[src/rtl/sequence_scan_controller.sv]
// Streams a latched word MSB-first into a serial sequence detector and
// collects the detector's Moore output into match statistics.
module sequence_scan_controller #(
    parameter int WORD_W = 16,
    parameter int CNT_W  = 5
) (
    input  logic              clock,
    input  logic              reset,
    input  logic              start,
    input  logic [WORD_W-1:0] data_in,
    input  logic              det_in,
    output logic              det_w,
    output logic              det_resetn,
    output logic              busy,
    output logic              done,
    output logic              found,
    output logic [CNT_W-1:0]  match_count,
    output logic [CNT_W-1:0]  first_pos
);

    typedef enum logic [1:0] {
        S_IDLE,
        S_SHIFT,
        S_DRAIN,
        S_DONE
    } state_t;

    localparam logic [CNT_W-1:0] LAST = CNT_W'(WORD_W - 1);

    state_t              state;
    state_t              next_state;
    logic [WORD_W-1:0]   shreg;
    logic [CNT_W-1:0]    bit_cnt;
    logic                sample;
    logic                hit;
    logic [CNT_W-1:0]    hit_index;

    always_ff @(posedge clock or posedge reset) begin
        if (reset) begin
            state <= S_IDLE;
        end else begin
            state <= next_state;
        end
    end

    always_comb begin
        next_state = state;
        case (state)
            S_IDLE:  if (start) next_state = S_SHIFT;
            S_SHIFT: if (bit_cnt == LAST) next_state = S_DRAIN;
            S_DRAIN: next_state = S_DONE;
            S_DONE:  next_state = S_IDLE;
            default: next_state = S_IDLE;
        endcase
    end

    always_comb begin
        det_w      = 1'b0;
        det_resetn = 1'b0;
        case (state)
            S_SHIFT: begin
                det_w      = shreg[WORD_W-1];
                det_resetn = 1'b1;
            end
            S_DRAIN: det_resetn = 1'b1;
            default: begin
                det_w      = 1'b0;
                det_resetn = 1'b0;
            end
        endcase
    end

    // The detector output lags the fed bit by one cycle, so the sample taken
    // at an edge belongs to the previous bit; DRAIN picks up the final bit.
    always_comb begin
        sample    = ((state == S_SHIFT) && (bit_cnt != '0)) || (state == S_DRAIN);
        hit       = sample && det_in;
        hit_index = (state == S_DRAIN) ? LAST : bit_cnt - CNT_W'(1);
    end

    always_ff @(posedge clock or posedge reset) begin
        if (reset) begin
            shreg       <= '0;
            bit_cnt     <= '0;
            busy        <= 1'b0;
            done        <= 1'b0;
            found       <= 1'b0;
            match_count <= '0;
            first_pos   <= '0;
        end else begin
            busy <= (next_state == S_SHIFT) || (next_state == S_DRAIN);
            done <= (next_state == S_DONE);
            case (state)
                S_IDLE: begin
                    if (start) begin
                        shreg       <= data_in;
                        bit_cnt     <= '0;
                        found       <= 1'b0;
                        match_count <= '0;
                        first_pos   <= '0;
                    end
                end
                S_SHIFT, S_DRAIN: begin
                    if (state == S_SHIFT) begin
                        shreg   <= shreg << 1;
                        bit_cnt <= bit_cnt + CNT_W'(1);
                    end
                    if (hit) begin
                        if (match_count != '1) begin
                            match_count <= match_count + CNT_W'(1);
                        end
                        if (!found) begin
                            found     <= 1'b1;
                            first_pos <= hit_index;
                        end
                    end
                end
                default: begin
                end
            endcase
        end
    end

endmodule

[config.mk]
export PLATFORM = sky130hd
export DESIGN_NAME = sequence_scan_controller
export DESIGN_NICKNAME = d
export VERILOG_FILES = /design/src/rtl/sequence_scan_controller.sv
export SDC_FILE = /design/constraint.sdc
export NUM_CORES = 1
export LEC_CHECK = 0
export CORE_UTILIZATION = 55
export CTS_CLUSTER_SIZE = 40
export DETAILED_ROUTE_END_ITERATION = 16
export GPL_ROUTABILITY_DRIVEN = 0
export HOLD_SLACK_MARGIN = 0.12
export MAX_ROUTING_LAYER = met4
export PLACE_DENSITY = 0.79
export SYNTH_ARGS = -nofsm -noshare
export SYNTH_HDL_FRONTEND = slang
export SYNTH_SLANG_ARGS = --single-unit
[constraint.sdc]
create_clock -name clock -period 4.35 [get_ports clock]
set_clock_uncertainty 0.1 [all_clocks]
set_input_delay 0.87 -clock clock [delete_from_list [all_inputs] [get_ports clock]]
set_output_delay 0.87 -clock clock [all_outputs]
set_load 0.03 [all_outputs]
==> results.md <==
* Cells after synthesis at 190
* ANT cells at 0
* Placed inst area at between 0.002 and 0.0025 mm2
* Post-Syn Area per Cell at 10.1 um2
* Root Buffer: clkbuf_4
* Crit Path Class: reg -> out
* H-tree depth at 2
* Tot GR Track Use at 0.243
* Leakage Power at 1.10 nW
* Number of flops mapped to enable cells by yosys at 0
* R2R Path Start: state[0]$_DFF_PP0_
* Starting Density at 0.577
* Vias/cell at 5.58
* Fill cell count at 276
* CP Data Arrival Time at 2.12 ns
* Max Fclk at about 320 MHz
* Antenna-violating nets left at 0
* Synth Net Count at 221
* Final Instance Area at 0.00237 mm2
* Slew @ Worst Pin at between 0.8 and 0.9 ns
* Max stage delay on crit path at between 0.6 and 0.7 ns
* Most frequent cells in the layout: dfrtp_1 (36), clkdlybuf4s50_1 (34), nand2_1 (29)
* Area occupied by multi-input gates at around 950 um2
* Reg2Reg Setup Slack at 1.79 ns
* Seq/Total Area, Yosys at 0.468
* Rows at 21
* CTS buffer count at 5
* Sink Count at 36
* CTS tree: done
* Largest family of logic cells by synthesized area: compound AO/OA/AOI/OAI gates
* Synth Area in Adders at 0.0714
* Crit path cell chain: inv_1 -> ha_1 -> and2_1 -> clkdlybuf4s50_1
* Number of global-route vias before repair at roughly 1500
* Post-Synth Simple-Gate Area at 0.144
* Register area at 901 um2
* Max_cap viols at 0
* Drt pass-1 iters at 4
* Worst-skew pair later-pin latency at 0.35 ns
* CP Launch Point: state[1]$_DFF_PP0_
* Core Box Area at around 0.0033 mm2
* Share of cells above drive strength 1 at 0.0570
* Most common cell after layout, fill and taps aside: dfrtp_1
* Slew Viols, Final at 0
* Synth Cell Area at 0.00193 mm2
* Critical path data required time at 3.38 ns
* Via Count at 1528
* Slowest cell on crit path: clkdlybuf4s50_1
* Max VDD drop at between 0.2 and 0.3 mV
* Drt initial violations at between 70 and 80
* Reg-to-Reg End: match_count[3]$_DFFE_PP0P_
* Yosys reg bits at 36
* Endpoints failing setup at 0
* Port Buf Inserts at 34
* Worst Hold Class: reg -> reg
* Post-CTS Setup Inserts at 0
* Post-DP HPWL at 2830 um
* Crit. End Element: output port
* DRC Markers at 0
* WL final at between 3000 and 4000 um
* Total Neg Setup Slack at 0 ns
* Overflow after GRT at 0
* CTS clk-pin slew, worst paths at 0.10 ns
* Main synth FF type: dfrtp_1
* Cts hold-fix bufs at 0
* Distinct cells, synth at 41
* Per-cell routed wire length at 14.3 um
* Initial antenna violation count at 0
* Fin. Hold Viols at 0
* Outcome: finished clean
* Die area at 0.00374 mm2
* Max transition margin at 0.428
* Maximum buffer depth of the clock tree at 2
* Mux contribution to synthesized area at 0.0838
* FF-to-FF path depth at 7
* Largest net degree at the start of global routing at 37
* RSZ-0062 raised after global routing: no
* Async S/R FF share, synth at 1.00
* IO Count at 35
* Die height at 61.2 um
* Synth Area in Compound Gates at 0.187
* Post-CTS resize count at 0
* Die width at 61.2 um
* Post-layout min period at 3.09 ns
* Hold Path Depth at 2
* Crit path launch type: flip-flop
* Critical Path Sink: det_w
* Area delta synth->final at 23.1%
* Tcrit/Tclk final at 0.710
* Ys Warns at 0
* Total power per unit cell area at 624 mW/mm2
* Crit Path Max Fanout at 6
* Final nets at 258
* Post-Synth XOR/XNOR Area at 0.00909
* First-pass GRT wire length at 6310 um
## stage by stage
step                      hold slack [ns]  worst slack, ns  std cells  power [mW]   util
after global placement              0.359             1.61        266        1.26  0.693
after detailed placement            0.363             1.56        266        1.30  0.693
after CTS                           0.387             1.24        274        1.49  0.711
final                               0.384             1.26        274        1.48  0.711
after global routing                0.420             1.18        274        1.58  0.711
after floorplan                     0.338             2.10        190        1.08      -
## critical path, delay by kind of cell, from the launching register on
kind	cells	cell delay (ns)
adder cells (fa/ha/maj)	1	0.36
flip-flops	1	0.43
AND/OR/NAND/NOR	1	0.18
buffers and inverters	2	0.81
## cell usage after synthesis, types with 2 or more instances
cell type | n | area share
and3_1 | 2 | 0.0065
nor2_1 | 3 | 0.0058
a21o_1 | 3 | 0.012
a22o_1 | 5 | 0.023
and2_1 | 2 | 0.0065
or4_1 | 2 | 0.0078
a21oi_1 | 4 | 0.010
dfrtp_1 | 36 | 0.47
o211ai_1 | 2 | 0.0078
clkbuf_1 | 4 | 0.0078
o21ai_0 | 23 | 0.060
nand2_1 | 29 | 0.056
nand3_1 | 9 | 0.023
nor2b_1 | 4 | 0.013
inv_1 | 12 | 0.023
ha_1 | 11 | 0.071
mux2i_1 | 15 | 0.078
## report_power, final
part	switching, mW	total [mW]	internal (mW)
clock network	0.108	0.188	0.0797
logic	0.415	0.736	0.321
registers	0.0933	0.555	0.462
## kinds of logic (layout without fill, tap and decap cells)
| family | after synthesis | in the layout |
|---|---|---|
| AO/OA/AOI/OAI | 50 | 50 |
| adder cells (fa/ha/maj) | 11 | 11 |
| buffers and inverters | 18 | 56 |
| multiplexers | 16 | 16 |
| AND/OR/NAND/NOR | 57 | 57 |
| XOR/XNOR | 2 | 2 |
| flip-flops | 36 | 36 |
## area by class of cell
class / instances / area share
clock buffers: 8 / 0.0248
well taps: 46 / 0.0243
flip-flops and latches: 36 / 0.380
multi-input cells: 136 / 0.402
inverters: 12 / 0.0190
repair buffers: 36 / 0.150
## sequential cells by signal, summed over array words and instances, names as in the netlist
signal,cells
found,1
state,2
bit_cnt,5
match_count,5
first_pos,5
shreg,16
busy,1
done,1
## layer usage
metal | global-route usage | part of all wire | wire, um | up-vias
li1 | - | - | - | 744
met1 | 0.270 | 0.43 | 1690 | 741
met2 | 0.410 | 0.51 | 2010 | 36
met3 | 0.0525 | 0.040 | 159 | 7
met4 | 0.123 | 0.018 | 70 | 0
met5 | - | 0 | 0 | -
## worst min-delay path by stage
stage	from	end	slack, ns
final	shreg[15]$_DFFE_PP0P_	shreg[15]$_DFFE_PP0P_	0.38
after global routing	shreg[14]$_DFFE_PP0P_	shreg[14]$_DFFE_PP0P_	0.42
after CTS	shreg[15]$_DFFE_PP0P_	shreg[15]$_DFFE_PP0P_	0.39
after detailed placement	shreg[15]$_DFFE_PP0P_	shreg[15]$_DFFE_PP0P_	0.36
after global placement	shreg[15]$_DFFE_PP0P_	shreg[15]$_DFFE_PP0P_	0.36
after floorplan	shreg[0]$_DFFE_PP0P_	shreg[0]$_DFFE_PP0P_	0.34
Note: power is estimated with default switching activity, not from simulation.
